File: config.mk
export PLATFORM = sky130hd
export DESIGN_NAME = sprite_anim_player
export DESIGN_NICKNAME = d
export VERILOG_FILES = /design/src/rtl/sprite_anim_player.sv
export SDC_FILE = /design/constraint.sdc
export NUM_CORES = 1
export LEC_CHECK = 0
export BUFFER_PORTS_ARGS = -buffer_cell sky130_fd_sc_hd__buf_2
export CAP_MARGIN = 5
export CORE_UTILIZATION = 40
export CTS_CLUSTER_SIZE = 10
export DETAILED_ROUTE_END_ITERATION = 10
export HOLD_SLACK_MARGIN = 0.15
export PLACE_DENSITY = 0.64
export SETUP_SLACK_MARGIN = 0.5
export SLEW_MARGIN = 20
export SYNTH_ARGS = -nofsm -noshare
export SYNTH_HDL_FRONTEND = slang
export SYNTH_SLANG_ARGS = --single-unit
File: constraint.sdc
create_clock -name clk -period 2.2 [get_ports clk]
set_input_delay 0 -clock clk [delete_from_list [all_inputs] [get_ports clk]]
set_output_delay 0 -clock clk [all_outputs]
set_load 0.01 [all_outputs]
File: src/rtl/sprite_anim_player.sv
// rtl/sprite_anim_player.sv - 8x8 sprite frame sequencer (one-shot/loop/ping-pong)
// Optional horizontal-flip port enabled by defining ANIM_MIRROR_EN.
module sprite_anim_player #(
  parameter int FRAME_W    = 64,
  parameter int ADDR_W     = 4,
  parameter int NUM_FRAMES = 5,
  parameter int TICK_DIV   = 25_000_000
) (
  input  logic               clk,
  input  logic               rst,
  input  logic               start,
  input  logic               stop,
  input  logic [1:0]         mode,
`ifdef ANIM_MIRROR_EN
  input  logic               mirror,
`endif
  input  logic [ADDR_W-1:0]  first_frame,
  input  logic [ADDR_W-1:0]  last_frame,
  output logic [ADDR_W-1:0]  frame_idx,
  output logic [FRAME_W-1:0] frame_data,
  output logic               busy,
  output logic               done
);

  localparam int TW = $clog2(TICK_DIV);
  localparam logic [TW-1:0] TICK_LAST = TW'(TICK_DIV - 1);
  localparam logic [ADDR_W:0] LP_NUM = (ADDR_W + 1)'(NUM_FRAMES);

  localparam logic [1:0] MODE_ONESHOT  = 2'd0;
  localparam logic [1:0] MODE_PINGPONG = 2'd2;

  typedef enum logic {S_IDLE, S_PLAY} state_t;

  state_t              r_state;
  logic [TW-1:0]       r_tick;
  logic [ADDR_W-1:0]   r_frame_idx;
  logic [FRAME_W-1:0]  r_frame_data;
  logic [ADDR_W-1:0]   r_first;
  logic [ADDR_W-1:0]   r_last;
  logic [1:0]          r_mode;
  logic                r_dir_down;
  logic                r_busy;
  logic                r_done;

  logic                w_start_ok;
  logic [ADDR_W-1:0]   w_start_last;
  logic [ADDR_W-1:0]   w_step_idx;
  logic                w_step_dir_down;
  logic                w_oneshot_end;
  logic [ADDR_W-1:0]   w_load_idx;
  logic [FRAME_W-1:0]  w_rom_data;
  logic [FRAME_W-1:0]  w_load_data;

  function automatic logic [FRAME_W-1:0] rom_read(input logic [ADDR_W-1:0] idx);
    logic [FRAME_W-1:0] v;
    if ({1'b0, idx} >= LP_NUM) begin
      v = '1;
    end else begin
      case (idx)
        ADDR_W'(0): v = FRAME_W'(64'h2854443810141810);
        ADDR_W'(1): v = FRAME_W'(64'h142a221c08281808);
        ADDR_W'(2): v = FRAME_W'(64'h285444381151d9d5);
        ADDR_W'(3): v = FRAME_W'(64'h142a221c888a9bab);
        ADDR_W'(4): v = FRAME_W'(64'h18187e7e18181818);
        default:    v = '1;
      endcase
    end
    return v;
  endfunction

  function automatic logic [FRAME_W-1:0] flip_rows(input logic [FRAME_W-1:0] d);
    logic [FRAME_W-1:0] v;
    v = '0;
    for (int r = 0; r < FRAME_W / 8; r++) begin
      for (int b = 0; b < 8; b++) begin
        v[r*8 + b] = d[r*8 + 7 - b];
      end
    end
    return v;
  endfunction

  // Stop beats start in every state, so a simultaneous pair never restarts.
  assign w_start_ok   = start && !stop;
  assign w_start_last = (first_frame > last_frame) ? first_frame : last_frame;

  always_comb begin
    w_step_idx      = r_frame_idx;
    w_step_dir_down = r_dir_down;
    w_oneshot_end   = 1'b0;
    case (r_mode)
      MODE_ONESHOT: begin
        if (r_frame_idx == r_last) w_oneshot_end = 1'b1;
        else                       w_step_idx = r_frame_idx + 1'b1;
      end
      MODE_PINGPONG: begin
        if (r_first == r_last) begin
          w_step_idx = r_frame_idx;
        end else if (!r_dir_down) begin
          if (r_frame_idx == r_last) begin
            w_step_idx      = r_frame_idx - 1'b1;
            w_step_dir_down = 1'b1;
          end else begin
            w_step_idx = r_frame_idx + 1'b1;
          end
        end else begin
          if (r_frame_idx == r_first) begin
            w_step_idx      = r_frame_idx + 1'b1;
            w_step_dir_down = 1'b0;
          end else begin
            w_step_idx = r_frame_idx - 1'b1;
          end
        end
      end
      default: begin
        if (r_frame_idx == r_last) w_step_idx = r_first;
        else                       w_step_idx = r_frame_idx + 1'b1;
      end
    endcase
  end

  // Bitmap is looked up on the index being loaded so both land on one edge.
  assign w_load_idx = w_start_ok ? first_frame : w_step_idx;
  assign w_rom_data = rom_read(w_load_idx);
`ifdef ANIM_MIRROR_EN
  assign w_load_data = mirror ? flip_rows(w_rom_data) : w_rom_data;
`else
  assign w_load_data = w_rom_data;
`endif

  always_ff @(posedge clk) begin
    if (rst) begin
      r_state      <= S_IDLE;
      r_tick       <= '0;
      r_frame_idx  <= '0;
      r_frame_data <= '0;
      r_first      <= '0;
      r_last       <= '0;
      r_mode       <= '0;
      r_dir_down   <= 1'b0;
      r_busy       <= 1'b0;
      r_done       <= 1'b0;
    end else begin
      r_done <= 1'b0;
      if (stop && r_state == S_PLAY) begin
        r_state <= S_IDLE;
        r_tick  <= '0;
        r_busy  <= 1'b0;
      end else if (w_start_ok) begin
        r_state      <= S_PLAY;
        r_tick       <= '0;
        r_mode       <= mode;
        r_first      <= first_frame;
        r_last       <= w_start_last;
        r_dir_down   <= 1'b0;
        r_frame_idx  <= w_load_idx;
        r_frame_data <= w_load_data;
        r_busy       <= 1'b1;
      end else if (r_state == S_PLAY) begin
        if (r_tick == TICK_LAST) begin
          r_tick <= '0;
          if (w_oneshot_end) begin
            r_state <= S_IDLE;
            r_busy  <= 1'b0;
            r_done  <= 1'b1;
          end else begin
            r_frame_idx  <= w_load_idx;
            r_frame_data <= w_load_data;
            r_dir_down   <= w_step_dir_down;
          end
        end else begin
          r_tick <= r_tick + 1'b1;
        end
      end
    end
  end

  assign frame_idx  = r_frame_idx;
  assign frame_data = r_frame_data;
  assign busy       = r_busy;
  assign done       = r_done;

endmodule

==> run metrics <==
residual DRC count 0; synthesized instance count 393; Max Slew Vio Count 0; unrepaired setup endpoints after global routing yes; Clock Sinks 55; end of the worst hold path r_tick[22]; largest net degree at the start of global routing 26; fmax 450 MHz; total die area 8600 sq um; ranking of synthesized cells by area dfxtp_1 (33%), buf_4 (12%), xor2_1 (7.2%); wire per inst 13.5 um; Cell Area, Synth 3290 sq um; Synth area leader dfxtp_1; clock slew at reported path FFs 0.10 ns; Tmin final 2.22 ns; Syn Nets 414; Psw 0.000784 W; Die H 92.8 um; most common cell after layout, fill and taps aside buf_2; Rel. slew slack 69.3%; setup ws final -0.0240 ns; Max-Cap Viols 0; Yosys cell types 51; Critical Path Fanout Max 6; drt pass-1 iters 4; Longest Clk Path Bufs 2; # IOs 84; failing checks setup timing; core area 7850 sq um; Finished Layout Cells 578; kind of critical path reg -> reg; first-pass GRT wire length 12300 um; Synth-to-Final Area Change 34.1%; HP Start stop; GRT Total Usage 17.6%; Starting Density 42.0%; Leak 1.93 nW; prevailing post-synth register cell dfxtp_1; Hold Path Stages 5; Sw Share 32.4%; clock power share 24.7%; n_diodes 0; Warnings, synthesis 0; setup TNS -0.125 ns; WHS 0.206 ns; Die Wd 92.8 um; post-placement cell count 528; fraction of registers with async set/reset 0%; Worst Path Arrival 2.46 ns; via density per instance 5.09; fill count 715; iteration-0 DRC count of the detailed router 90; Synth Register Bits 55; syn avg cell area 8.38 sq um; Critical Path RT 2.43 ns; status finished with violations; combinational power share 30.6%; Setup-failing EPs final 9; layout cell share with drive strength beyond 1 46.8%; Flop pwr share 44.8%; Seq/Total Area, Yosys 33.4%; commonest non-fill, non-tap cells in the layout buf_2 (85), nor2_1 (42), dfxtp_1 (39); row count 32; port buffer count 83; remaining global-route overflow 0; EDFF count, synth 0; CP Launch Type register; reg2reg end frame_data[18]; worst skew pair latency 0.30 ns; TritonCTS clock tree yes; vias in the first global route 2649; Total Wirelength 7800 um; Worst R2R Setup Slack -0.02 ns; Slew @ Worst Pin 0.461 ns; Final GP Congestion 0.842; via count 2941; hold crit path type in -> reg; root buf cell clkbuf_8; total CTS buffers 5; CP endpoint kind register; Final nets 496; DPL Wire Length 4940 um; P_int 0.00164 W; Final Hold Fails 0; H-Tree Depth 2; area share of the largest cell type after synthesis 33.4%; antenna viol nets, final 0; R2R depth 10; cell area power density 548 nW/um^2; initial antenna violation count 0; reg2reg start frame_idx[1]; VDD IR max 0.329 mV; Max Clock Skew 0.00511 ns; Tcrit/Tclk final 101%; Place WS 0.0608 ns
## cell families after synthesis
family / Yosys count / share of synthesized area (%)
AND/OR/NAND/NOR: 145 / 21.5
buffers and inverters: 82 / 16.8
AO/OA/AOI/OAI: 55 / 11.8
flip-flops: 55 / 33.4
XOR/XNOR: 40 / 11.1
multiplexers: 9 / 2.73
adder cells (fa/ha/maj): 7 / 2.66
## flip-flops by register name, indices dropped and copies added (netlist names)
| signal | count |
|---|---|
| r_tick | 25 |
| frame_data | 12 |
| frame_idx | 4 |
| r_first | 4 |
| r_last | 4 |
| r_mode | 2 |
| busy | 1 |
| done | 1 |
| r_dir_down | 1 |
| r_state | 1 |
## worst max-delay path by stage
stage / startpoint / endpoint / slack, ns / cells after the start
2_1_floorplan: frame_idx[0] / frame_data[61] / 0.04 / 9
3_3_place_gp: r_tick[0] / frame_data[15] / 0.11 / 10
3_5_place_dp: r_tick[0] / frame_data[15] / 0.06 / 10
4_1_cts: frame_idx[1] / frame_data[15] / 0.06 / 8
5_1_grt: frame_idx[1] / frame_data[21] / -0.13 / 10
6_report: frame_idx[1] / frame_data[18] / -0.02 / 10
## worst max-delay path: stages, from the launching register on
cell and delay [ns]:
dfxtp_4 0.36, xor2_1 0.18, o41ai_2 0.41, o21ai_2 0.13, buf_4 0.17, buf_6 0.12, xor2_2 0.14, a21oi_2 0.15
nand2_2 0.12, xor2_1 0.18, a211oi_1 0.18
## final cells by class
type | count | area [sq um] | area share (%)
inverters | 12 | 45.0 | 1.02
flip-flops and latches | 55 | 1130 | 25.5
multi-input cells | 257 | 2020 | 45.6
well taps | 102 | 128 | 2.89
repair buffers | 144 | 1010 | 22.8
clock inverters | 1 | 8.76 | 0.198
clock buffers | 7 | 86.3 | 1.95
## layer usage
metal / vias to the layer above / GRT usage [%] / wire length [um]
met5: - / 0 / 0
met4: 0 / 4.36 / 95
met3: 10 / 2.96 / 367
met2: 85 / 30.1 / 3830
met1: 1400 / 23.0 / 3500
li1: 1446 / - / -
## power by group through the flow
stage | combinational (W) | clock [W] | sequential (W)
2_1_floorplan | 0.000481 | 0 | 0.00111
3_3_place_gp | 0.000579 | 0 | 0.00110
3_5_place_dp | 0.000582 | 0 | 0.00111
4_1_cts | 0.000661 | 0.000608 | 0.00109
5_1_grt | 0.000804 | 0.000645 | 0.00109
6_report | 0.000740 | 0.000598 | 0.00108
## cells in the mapped netlist (2+ instances only)
cell type  instances
nor2_1            60
dfxtp_1           55
buf_4             52
nand2_1           32
xor2_1            27
a211oi_1          13
a21oi_1           13
inv_1             12
clkbuf_1          11
xnor2_1           11
mux2i_1            9
nand3_1            9
o21ai_0            9
nand4_1            8
ha_1               7
nor3_1             7
and3_1             5
buf_6              4
nand2b_1           4
nor4_1             4
a311oi_1           3
and2_1             3
nor2b_1            3
a31oi_1            2
clkbuf_8           2
o21ai_1            2
xnor2_2            2
## metrics by stage
| step | power (W) | cell area [sq um] | utilization [%] |
|---|---|---|---|
| 2_1_floorplan | 0.00159 | 3350 | - |
| 3_3_place_gp | 0.00168 | 3520 | 44.9 |
| 3_5_place_dp | 0.00169 | 3520 | 44.9 |
| 4_1_cts | 0.00236 | 4040 | 51.5 |
| 5_1_grt | 0.00254 | 4420 | 56.3 |
| 6_report | 0.00242 | 4420 | 56.3 |
## what timing repair did
action,CTS,global route
setup buffers,14,9
hold buffers,13,0
resized for setup,40,67
cloned,4,2
pin swaps,17,23
endpoints found under the hold margin,25,0
endpoints found under the setup margin,43,49
(Power assumes the default switching activity.)
